<file path="src/rtl/spi_reg_file.sv">
// Command decoder and register file fed by the SPI slave byte receiver.
// A header byte picks write or read and the start address; the bytes after it form a burst.
module spi_reg_file #(
  parameter int          NREGS = 8,
  parameter logic [7:0]  ID    = 8'hA7
) (
  input  logic                 clk,
  input  logic                 rst_n,
  input  logic                 SSEL,
  input  logic [7:0]           cmd,
  input  logic                 cmd_valid,
  output logic [7:0]           tx_data,
  output logic                 tx_load,
  output logic [8*NREGS-1:0]   regs_out,
  output logic                 wr_strobe,
  output logic [6:0]           wr_addr,
  output logic                 err
);
  typedef enum logic [1:0] {IDLE, HDR, WR, RD} state_t;

  localparam logic [6:0] NR = 7'(NREGS);

  state_t                   state, state_nxt;
  logic [6:0]               ptr, ptr_nxt, rd_addr;
  logic [1:0]               ssel_sync;
  logic                     ssel_s, ssel_q, ssel_fall;
  logic                     wr_hit, rd_hit, err_nxt;
  logic [7:0]               rd_val;
  logic [NREGS-1:0][7:0]    regs;

  assign ssel_s    = ssel_sync[1];
  assign ssel_fall = ssel_q & ~ssel_s;
  assign regs_out  = regs;

  // In-range pointers wrap at the top of the bank; out-of-range pointers stick.
  function automatic logic [6:0] adv(input logic [6:0] p);
    if (p < NR) return (p == NR - 7'd1) ? 7'd0 : p + 7'd1;
    return p;
  endfunction

  always_ff @(posedge clk or negedge rst_n) begin
    if (!rst_n) begin
      ssel_sync <= 2'b11;
      ssel_q    <= 1'b1;
    end else begin
      ssel_sync <= {ssel_sync[0], SSEL};
      ssel_q    <= ssel_s;
    end
  end

  always_comb begin
    state_nxt = state;
    ptr_nxt   = ptr;
    rd_addr   = ptr;
    wr_hit    = 1'b0;
    rd_hit    = 1'b0;
    err_nxt   = 1'b0;
    unique case (state)
      IDLE: if (ssel_fall) state_nxt = HDR;
      HDR: if (cmd_valid) begin
        if (cmd[7]) begin
          state_nxt = WR;
          ptr_nxt   = cmd[6:0];
        end else begin
          state_nxt = RD;
          rd_hit    = 1'b1;
          rd_addr   = cmd[6:0];
          ptr_nxt   = adv(cmd[6:0]);
        end
      end
      WR: if (cmd_valid) begin
        if (ptr < NR) wr_hit = 1'b1;
        else          err_nxt = 1'b1;
        ptr_nxt = adv(ptr);
      end
      RD: if (cmd_valid) begin
        rd_hit  = 1'b1;
        ptr_nxt = adv(ptr);
      end
    endcase
    // A byte landing on the closing edge is still processed above.
    if (ssel_s) state_nxt = IDLE;
  end

  // Reads see the registered bank, so a write one cycle earlier is visible.
  always_comb begin
    rd_val = (rd_addr == 7'h7F) ? ID : 8'h00;
    for (int k = 0; k < NREGS; k++)
      if (rd_addr == 7'(k)) rd_val = regs[k];
  end

  always_ff @(posedge clk or negedge rst_n) begin
    if (!rst_n) begin
      state     <= IDLE;
      ptr       <= 7'd0;
      regs      <= '0;
      tx_data   <= 8'h00;
      tx_load   <= 1'b0;
      wr_strobe <= 1'b0;
      wr_addr   <= 7'd0;
      err       <= 1'b0;
    end else begin
      state     <= state_nxt;
      ptr       <= ptr_nxt;
      tx_load   <= rd_hit;
      wr_strobe <= wr_hit;
      err       <= err_nxt;
      if (wr_hit) wr_addr <= ptr;
      for (int k = 0; k < NREGS; k++)
        if (wr_hit && ptr == 7'(k)) regs[k] <= cmd;
      if (rd_hit)      tx_data <= rd_val;
      else if (ssel_s) tx_data <= 8'h00;
    end
  end
endmodule
</file>
<file path="config.mk">
export PLATFORM = sky130hd
export DESIGN_NAME = spi_reg_file
export DESIGN_NICKNAME = d
export VERILOG_FILES = /design/src/rtl/spi_reg_file.sv
export SDC_FILE = /design/constraint.sdc
export NUM_CORES = 1
export LEC_CHECK = 0
export CORE_MARGIN = 2
export CORE_UTILIZATION = 45
export DETAILED_ROUTE_END_ITERATION = 12
export PLACE_DENSITY = 0.74
export SLEW_MARGIN = 20
export SYNTH_ARGS = -nofsm -noshare
export SYNTH_HDL_FRONTEND = slang
export SYNTH_SLANG_ARGS = --single-unit
</file>
<file path="constraint.sdc">
create_clock -name clk -period 2.3 [get_ports clk]
set_input_delay 0.345 -clock clk [delete_from_list [all_inputs] [get_ports clk]]
set_output_delay 0.345 -clock clk [all_outputs]
set_load 0.02 [all_outputs]
</file>
==> metrics.md <==
| Metric | Value |
|---|---|
| RSZ-0062 raised after global routing | `yes` |
| Ys flop type | `dfrtp_1` |
| Core Area | `10300 sq um` |
| Syn Area/Cell | `roughly 11 sq um` |
| Tot Pwr | `4.84 mW` |
| CTS Buffer Depth | `2` |
| Final setup viols | `0` |
| Net Sw Frac | `0.333` |
| Final Cycle Share | `0.974` |
| Grt ovf | `0` |
| Sequential power share | `0.420` |
| R2R setup slack | `0.06 ns` |
| Fin nets | `about 580` |
| Setup Total Neg Slack | `0 ns` |
| # DRC | `0` |
| Power density over the cells | `734 nW/um^2` |
| Clock sink count | `94` |
| Peak VDD IR | `0.415 mV` |
| Hold Crit Class | `reg -> reg` |
| Crit path kind | `reg -> reg` |
| Num CTS Buffers | `9` |
| Share of cells above drive strength 1 | `0.302` |
| Die ar. | `11400 sq um` |
| Crit path required time | `2.54 ns` |
| I/O pin total | `between 90 and 100` |
| Crit path to | `tx_data[1]$_DFFE_PN0P_` |
| Max-cap viol count | `0` |
| Flop and latch count out of synthesis | `94` |
| Fin Hold WS | `0.360 ns` |
| GPL Wtd Cong | `approximately 0.99` |
| Clock power frac | `0.278` |
| Net switching power | `1.61 mW` |
| Number of H-tree levels | `3` |
| Post-Syn Area | `4740 sq um` |
| Reg clk slew, reported paths | `~0.10 ns` |
| Postcts setup bufs | `0` |
| Tot GR Track Use | `0.266` |
| ANT nets after route | `0` |
| Vias in the first global route | `4197` |
| Fraction of registers with async set or reset after synthesis | `1.00` |
| Post-synth EDFFs | `0` |
| Comb power frac | `0.301` |
| Depth of the worst register-to-register path | `6` |
| Die height | `107 um` |
| Pin count of the biggest net entering global routing | `42` |
| Drt first pass iters | `5` |
| CTS Root Cell | `clkbuf_8` |
| Synth warnings | `0` |
| Hpwl dp | `10800 um` |
| Synth unique cells | `55` |
| Drt wl/cell | `20.7 um` |
| Worst r2r dst | `tx_data[1]$_DFFE_PN0P_` |
| Vias/cell | `around 5.8` |
| Post-route design area | `6590 sq um` |
| Post-Synthesis Net Count | `around 440` |
| Number of buffers added on ports | `93` |
| Site Rows | `37` |
| CP Capture Type | `register` |
| R2R Path Start | `ptr[3]$_DFFE_PN0P_` |
| Slew margin rel. | `0.646` |
| CP Launch Type | `register` |
| N_diodes | `0` |
| Max-slew violation count | `0` |
| Placed instance area | `roughly 6300 sq um` |
| Peak Freq | `446 MHz` |
| CTS tree | `yes` |
| Initial core utilization | `0.461` |
| Final Routed Wirelength | `14600 um` |
| Pleak | `2.99 nW` |
| Routed vias | `~4000` |
| Tmin final | `about 2.2 ns` |
| Critical-path maximum fanout | `11` |
| Seq/Total Area, Yosys | `0.497` |
| Worst slew pin tran | `0.532 ns` |
| Fin util | `0.641` |
| Initial drt markers | `244` |
| CP startpoint | `ptr[3]$_DFFE_PN0P_` |
| Clk_lat worst skew | `0.37 ns` |
| Worst Skew | `0.00761 ns` |
| Internal power | `3.23 mW` |
| Cells after Synth | `around 430` |
| Status | `finished clean` |
| Data arrival time of the critical path | `between 2 and 2.5 ns` |
| Die W | `107 um` |
| First-pass GRT wire length | `roughly 23000 um` |
| Final hold viol count | `0` |
| Layout area overhead | `39.2%` |
| Initial antenna violation count | `0` |
-- metal layers --
metal,routed length [um],GRT usage,up-vias
li1,-,-,1857
met1,6490,0.371,2035
met2,6790,0.417,170
met3,910,0.0480,30
met4,395,0.102,0
met5,0,0,-
-- power groups by stage --
stage	clock network (mW)	registers (mW)	logic, mW
after floorplan	0	2.13	0.644
after CTS	1.36	2.02	1.42
final	1.35	2.04	1.46
after global routing	1.42	2.06	1.57
after global placement	0	2.05	1.38
after detailed placement	0	2.06	1.41
-- repair_timing --
item                       4_1_cts  5_1_grt
gates resized for setup          2       19
hold endpoints to repair        35        0
cloned                           0        0
setup endpoints to repair        4        7
pin swaps                        0        1
hold buffers                     1        0
-- flip-flops by register name, summed over array words and instances, names as in the netlist --
| register | flops |
|---|---|
| err | 1 |
| ptr | 7 |
| regs_out | 64 |
| ssel_q | 1 |
| ssel_sync | 2 |
| state | 2 |
| tx_data | 8 |
| tx_load | 1 |
| wr_addr | 7 |
| wr_strobe | 1 |
-- synth_stat cells, types with 5 or more instances --
| library cell | number | area share |
|---|---|---|
| a21oi_1 | 17 | 0.018 |
| a221oi_1 | 9 | 0.017 |
| a31oi_1 | 5 | 0.0066 |
| buf_2 | 10 | 0.011 |
| clkbuf_1 | 18 | 0.014 |
| dfrtp_1 | 91 | 0.48 |
| ha_1 | 5 | 0.013 |
| inv_1 | 6 | 0.0048 |
| mux2_2 | 67 | 0.16 |
| mux2i_1 | 9 | 0.019 |
| nand2_1 | 22 | 0.017 |
| nand2b_1 | 10 | 0.013 |
| nand3_1 | 15 | 0.016 |
| nand4_1 | 6 | 0.0079 |
| nor2_1 | 21 | 0.017 |
| nor2b_1 | 13 | 0.017 |
| nor3_1 | 5 | 0.0053 |
| o21ai_0 | 18 | 0.019 |
| o22ai_1 | 11 | 0.015 |
-- worst max-delay path, cell delays in order (launching register included) --
cell      delay [ns]
dfrtp_1         0.39
or4_4           0.60
nor3_2          0.20
a21oi_2         0.13
o32a_1          0.37
a221oi_1        0.30
o22ai_1         0.12
-- placed cells by master, fill, tap and decap left out, types with 3 or more instances in the layout --
cell / Yosys / final
a21oi_1: 17 / 16
o32a_1: 4 / 4
ha_1: 5 / 5
nand3_1: 15 / 15
a31oi_1: 5 / 5
clkbuf_8: 0 / 9
nand2_1: 22 / 22
o22ai_1: 11 / 11
o31ai_1: 4 / 4
buf_12: 0 / 7
dfrtp_1: 91 / 91
and3_1: 4 / 4
clkdlybuf4s50_1: 0 / 91
nor2_4: 1 / 3
mux2i_1: 9 / 9
nand2b_1: 10 / 10
mux2_2: 67 / 67
inv_1: 6 / 6
a211oi_1: 3 / 3
buf_4: 0 / 60
nand4_1: 6 / 6
o21ai_0: 18 / 18
nor2b_1: 13 / 13
nor2_1: 21 / 19
a221oi_1: 9 / 7
bufinv_16: 0 / 3
dfstp_2: 3 / 3
nor3_1: 5 / 3
and2_1: 4 / 3
-- how the worst min path moves through the flow --
| stage | start | to | cells after the start |
|---|---|---|---|
| 2_1_floorplan | rst_n | err$_DFF_PN0_ | 0 |
| 3_3_place_gp | rst_n | regs_out[32]$_DFFE_PN0P_ | 1 |
| 3_5_place_dp | rst_n | regs_out[40]$_DFFE_PN0P_ | 1 |
| 4_1_cts | ssel_sync[0]$_DFF_PN1_ | ssel_sync[1]$_DFF_PN1_ | 0 |
| 5_1_grt | ssel_sync[0]$_DFF_PN1_ | ssel_sync[1]$_DFF_PN1_ | 0 |
| 6_report | ssel_sync[0]$_DFF_PN1_ | ssel_sync[1]$_DFF_PN1_ | 0 |
-- per-stage QoR --
step / instances / worst slack, ns
final: 705 / 0.0602
after global placement: 689 / -0.302
after global routing: 705 / -0.00876
after floorplan: 425 / 0.167
after detailed placement: 689 / -0.424
after CTS: 705 / 0.0148
-- logic make-up after synthesis --
| family | count (synthesis) | share of synthesized area |
|---|---|---|
| AND/OR/NAND/NOR | 116 | 0.134 |
| AO/OA/AOI/OAI | 94 | 0.137 |
| buffers and inverters | 39 | 0.0383 |
| adder cells (fa/ha/maj) | 5 | 0.0132 |
| XOR/XNOR | 1 | 0.00185 |
| multiplexers | 76 | 0.178 |
| flip-flops | 94 | 0.497 |
-- final cells by class --
cell class              instances  area [sq um]
clock buffers                   9           124
clock inverters                 6           118
fillers                       823          3680
inverters                       8          30.0
multi-input cells             292          2270
flip-flops and latches         94          2360
well taps                     136           170
repair buffers                160          1520
Note: power is estimated with default switching activity, not from simulation.
